===== src/rtl/key_entry_buffer.sv =====
// Keypad press debouncer feeding a 5-digit entry buffer.
// A completed 5-digit entry is handed off as a valid/ready guess.
module key_entry_buffer #(
  parameter int unsigned RELEASE_CYCLES = 400000,
  parameter int unsigned CONFIRM        = 2
) (
  input  logic        clk,
  input  logic        rst_n,
  input  logic [3:0]  key_in,
  input  logic        guess_ready,
  output logic        key_event,
  output logic [3:0]  key_code,
  output logic [19:0] entry_digits,
  output logic [2:0]  entry_count,
  output logic [19:0] guess,
  output logic        guess_valid,
  output logic        reject
);

  localparam logic [1:0]  S_IDLE = 2'd0;
  localparam logic [1:0]  S_CONF = 2'd1;
  localparam logic [1:0]  S_HELD = 2'd2;
  localparam logic [19:0] L_TMAX = 20'(RELEASE_CYCLES - 1);
  localparam logic [2:0]  L_CONF = 3'(CONFIRM);

  logic [1:0]  r_state, w_state;
  logic [3:0]  r_cand, w_cand;
  logic [2:0]  r_cnt, w_cnt;
  logic [19:0] r_timer, w_timer;
  logic        w_sight, w_match, w_expire, w_accept;
  logic        w_dig, w_bksp, w_clr, w_ent;

  logic        r_event, r_reject, r_gvalid;
  logic [3:0]  r_code;
  logic [19:0] r_digits, r_guess;
  logic [2:0]  r_count;

  assign w_sight  = key_in != 4'hF;
  assign w_match  = w_sight && (key_in == r_cand);
  assign w_expire = r_timer == L_TMAX;

  always_comb begin
    w_state  = r_state;
    w_cand   = r_cand;
    w_cnt    = r_cnt;
    w_timer  = r_timer + 20'd1;
    w_accept = 1'b0;
    case (r_state)
      S_IDLE: begin
        w_timer = '0;
        if (w_sight) begin
          w_cand   = key_in;
          w_cnt    = 3'd1;
          w_accept = (L_CONF == 3'd1);
          w_state  = w_accept ? S_HELD : S_CONF;
        end
      end
      S_CONF: begin
        if (w_sight) begin
          w_timer = '0;
          if (w_match) begin
            w_cnt = r_cnt + 3'd1;
            if (r_cnt + 3'd1 == L_CONF) begin
              w_accept = 1'b1;
              w_state  = S_HELD;
            end
          end else begin
            w_cand = key_in;
            w_cnt  = 3'd1;
          end
        end else if (w_expire) begin
          w_state = S_IDLE;
          w_timer = '0;
          w_cnt   = '0;
        end
      end
      S_HELD: begin
        // Other codes while held do not refresh the release timer
        if (w_match) begin
          w_timer = '0;
        end else if (w_expire) begin
          w_state = S_IDLE;
          w_timer = '0;
          w_cnt   = '0;
        end
      end
      default: begin
        w_state = S_IDLE;
        w_timer = '0;
        w_cnt   = '0;
      end
    endcase
  end

  always_comb begin
    w_dig  = 1'b0;
    w_bksp = 1'b0;
    w_clr  = 1'b0;
    w_ent  = 1'b0;
    unique case (1'b1)
      (key_in <= 4'd9):  w_dig  = 1'b1;
      (key_in == 4'hB):  w_bksp = 1'b1;
      (key_in == 4'hC):  w_clr  = 1'b1;
      (key_in == 4'hE):  w_ent  = 1'b1;
      default: ;
    endcase
  end

  always_ff @(posedge clk or negedge rst_n) begin
    if (!rst_n) begin
      r_state <= S_IDLE;
      r_cand  <= '0;
      r_cnt   <= '0;
      r_timer <= '0;
    end else begin
      r_state <= w_state;
      r_cand  <= w_cand;
      r_cnt   <= w_cnt;
      r_timer <= w_timer;
    end
  end

  always_ff @(posedge clk or negedge rst_n) begin
    if (!rst_n) begin
      r_event  <= 1'b0;
      r_reject <= 1'b0;
      r_gvalid <= 1'b0;
      r_code   <= '0;
      r_digits <= '0;
      r_guess  <= '0;
      r_count  <= '0;
    end else begin
      r_event  <= w_accept;
      r_reject <= 1'b0;
      if (r_gvalid && guess_ready) r_gvalid <= 1'b0;
      if (w_accept) begin
        r_code <= key_in;
        if (r_gvalid) begin
          r_reject <= 1'b1;
        end else if (w_dig) begin
          if (r_count == 3'd5) begin
            r_reject <= 1'b1;
          end else begin
            for (int i = 0; i < 5; i++)
              if (3'(i) == r_count) r_digits[4*i +: 4] <= key_in;
            r_count <= r_count + 3'd1;
          end
        end else if (w_bksp) begin
          if (r_count == 3'd0) begin
            r_reject <= 1'b1;
          end else begin
            for (int i = 0; i < 5; i++)
              if (3'(i) == r_count - 3'd1) r_digits[4*i +: 4] <= 4'h0;
            r_count <= r_count - 3'd1;
          end
        end else if (w_clr) begin
          r_digits <= '0;
          r_count  <= '0;
        end else if (w_ent) begin
          if (r_count == 3'd5) begin
            r_guess  <= r_digits;
            r_gvalid <= 1'b1;
            r_digits <= '0;
            r_count  <= '0;
          end else begin
            r_reject <= 1'b1;
          end
        end
      end
    end
  end

  assign key_event    = r_event;
  assign key_code     = r_code;
  assign entry_digits = r_digits;
  assign entry_count  = r_count;
  assign guess        = r_guess;
  assign guess_valid  = r_gvalid;
  assign reject       = r_reject;

endmodule


===== config.mk =====
export PLATFORM = sky130hd
export DESIGN_NAME = key_entry_buffer
export DESIGN_NICKNAME = d
export VERILOG_FILES = /design/src/rtl/key_entry_buffer.sv
export SDC_FILE = /design/constraint.sdc
export NUM_CORES = 1
export LEC_CHECK = 0
export ABC_AREA = 1
export CAP_MARGIN = 25
export CORE_MARGIN = 3
export CORE_UTILIZATION = 48
export DETAILED_ROUTE_END_ITERATION = 6
export PLACE_DENSITY = 0.81
export SKIP_LAST_GASP = 1
export SYNTH_ARGS = -nofsm -noshare
export SYNTH_HDL_FRONTEND = slang
export SYNTH_SLANG_ARGS = --single-unit

===== constraint.sdc =====
create_clock -name clk -period 2.7 [get_ports clk]
set_input_delay 0.27 -clock clk [delete_from_list [all_inputs] [get_ports clk]]
set_output_delay 0.27 -clock clk [all_outputs]
set_load 0.1 [all_outputs]

==> results.json <==
{
  "cp_data_required_time_ns": 2.95,
  "ios": 57,
  "viasPerCell": 5.28,
  "antenna_found_initial": 0,
  "die_area_um2": 9710,
  "crit_fanout": 21,
  "dieHeight_um": 98.5,
  "worst_pin_slew_ns": 0.670,
  "total_power_mw": 4.86,
  "reg2reg_from": "r_state[1]",
  "cts.htree.levels": 3,
  "vias": 3623,
  "globalRouteMet2Util_pct": 31.9,
  "fp.dieW_um": 98.5,
  "slew_viol_final": 0,
  "worstPathArrival_ns": 2.55,
  "fin_skew_ns": 0.0119,
  "setup_viol": 0,
  "cp_top_family": "simple AND/OR/NAND/NOR gates",
  "max_freq_mhz": 434,
  "dp_slack_ns": 0.0844,
  "place_congestion": 0.861,
  "period_needed_ns": 2.31,
  "core_um2": 8260,
  "hold_class": "in -> async",
  "fin_cells": 686,
  "synth_area_per_cell_um2": 7.99,
  "placed_cell_area_um2": 4640,
  "port_buffers": 56,
  "end_kind": "register",
  "fill_cells": 726,
  "grt_pass1_wl_um": 15900,
  "worstPathCellList": "inv_1 > ha_1 > inv_1 > nor2_1 > inv_1 > nor2_2 > inv_2 > nor2_8 > nand2_1 > nand2_1 > nand2_1",
  "fin_tns_setup_ns": 0,
  "p_per_area_nw_per_um2": 1000,
  "slowest_delay_ns": 0.46,
  "first_pass_iters": 5,
  "grt_pass1_vias": 3416,
  "syn_inst": 514,
  "syn2layout_area_growth_pct": 18.1,
  "hold_viol": 0,
  "drcViolationCount": 0,
  "fin_crit_sh_pct": 85.4,
  "postRouteAntennaNets": 0,
  "yosys.area.top_type": "dfrtp_1",
  "rsz0062_at_grt": "false",
  "finalInstanceArea_um2": 4850,
  "leakagePower_nw": 2.51,
  "num_rows": 33,
  "cts_num_sinks": 79,
  "diodes": 0,
  "dpl.hpwl_um": 6540,
  "met3_usage_pct": 2.83,
  "drtIter0Drc": 208,
  "synth_area_um2": 4110,
  "final_nets": 598,
  "synth-seq-cells": 79,
  "numCtsBuffers": 9,
  "grt_overflow": 0,
  "ys_top_cells_by_area": "dfrtp_1 48%, nand2_1 15%, nor2_1 5.0%",
  "reg2regPathDepth": 11,
  "ir_worst_vdd_v": 0.00100,
  "synth-seq-area-share_pct": 48.1,
  "grt_usage_pct": 19.9,
  "fin_util_pct": 58.8,
  "maxSlewHeadroom_pct": 55.2,
  "tritoncts": "done",
  "drv_cap": 0,
  "regToRegSetupSlack_ns": 0.39,
  "ys.warnings.count": 0,
  "cp_slowest_cell": "nand2_1",
  "dp_cells": 668,
  "initial_core_util_pct": 49.8,
  "post_drt_wl_per_cell_um": 13.2,
  "cts_setup_buffers": 0,
  "critical_path_class": "reg -> reg",
  "syn_nets": 536,
  "r2r-end": "guess[14]",
  "synth_top_area_share_pct": 48.1,
  "layout_common_cells": "169 x nand2_1, 79 x dfrtp_1, 57 x buf_4, 55 x nor2_1, 41 x inv_1",
  "final_common_cell": "nand2_1",
  "fin_hold_ws_ns": 0.401,
  "clk_pin_slew_ns": 0.09,
  "status": "completed",
  "drt-total-wl_um": 9070,
  "start_kind": "register",
  "clkLatencyLatePin_ns": 0.36,
  "busiest_layer": "met2",
  "drive_above_1_share_pct": 16.9,
  "root_buffer": "clkbuf_8",
  "cts.path.max_buffers": 2,
  "layout_setup_ws_ns": 0.395,
  "path_buf_inv": 4,
  "grt_max_degree": 80,
  "synth.distinct_cells": 34,
  "met1_usage_pct": 26.8
}
==> worst reg2reg max path: cells and delay by family (launching register included) <==
family                   cells  cell delay [ns]
adder cells (fa/ha/maj)      1             0.20
buffers and inverters        4             0.37
flip-flops                   1             0.43
AND/OR/NAND/NOR              6             1.19
==> report_power, final <==
group / total, mW / switching (mW) / internal, mW / leakage, nW
clock: 0.835 / 0.484 / 0.351 / 0.0888
combinational: 2.41 / 1.89 / 0.517 / 1.35
sequential: 1.62 / 0.219 / 1.40 / 1.07
==> layout make-up <==
type	count	area, um^2	share of cell area [%]
sequential	79	1980	40.7
tap	105	131	2.71
clock inverter	7	61.3	1.26
multi-input combinational	375	1880	38.6
clock buffer	9	124	2.55
timing repair buffer	64	508	10.5
inverter	47	176	3.63
==> repair_timing <==
action                    CTS  global route
gates resized for setup     0             0
hold endpoints to repair    0            34
hold buffers                0             1
==> registers in the layout (all words and copies together), names as in the netlist <==
register / cells
entry_digits: 20
guess: 20
r_timer: 20
key_code: 4
r_cand: 4
entry_count: 3
r_cnt: 3
r_state: 2
guess_valid: 1
key_event: 1
reject: 1
==> cells in the mapped netlist <==
master,number
a21oi_2,1
xor2_1,3
nand3_2,5
inv_2,6
buf_4,2
nor2_1,55
o21a_1,1
o21ai_1,8
nor2_8,1
nand2_1,169
buf_6,1
xnor2_1,4
nand4_1,22
inv_1,41
nand3_1,39
nand4_2,1
nor2_4,2
a31oi_1,3
o21ai_0,13
clkbuf_1,1
o31ai_1,1
o32ai_1,1
nand2_2,2
o21bai_2,1
o211ai_1,1
nor2_2,3
nor3_4,1
buf_2,8
dfrtp_1,79
nor3_1,6
a21oi_1,15
buf_8,1
nor3b_1,2
ha_1,15
==> per-layer routing <==
layer,vias up,wire length (um)
met2,90,4270
met3,16,367
met4,0,240
met5,-,0
li1,1792,-
met1,1725,4190
==> worst max path at each step <==
stage                               from              end  slack, ns  cells past startpoint
final                         r_state[1]        guess[14]       0.39                     11
after global routing          r_state[1]        guess[14]       0.14                     11
after CTS                     r_state[1]        guess[14]       0.37                     11
after detailed placement       key_in[3]        guess[14]       0.08                     11
after global placement         key_in[3]        guess[10]       0.19                     12
after floorplan           entry_count[0]  entry_digits[4]       0.18                      8
==> kinds of logic (layout without fill, tap and decap cells) <==
group           count (synthesis)  after routing  synth area share (%)
flops                          79             79                  48.1
simple gates                  308            308                  33.4
compound gates                 45             45                  6.09
buf+inv                        60            127                  6.36
xor+xnor                        7              7                  1.49
fa+ha+maj                      15             15                  4.57
Note: power is estimated with default switching activity, not from simulation.
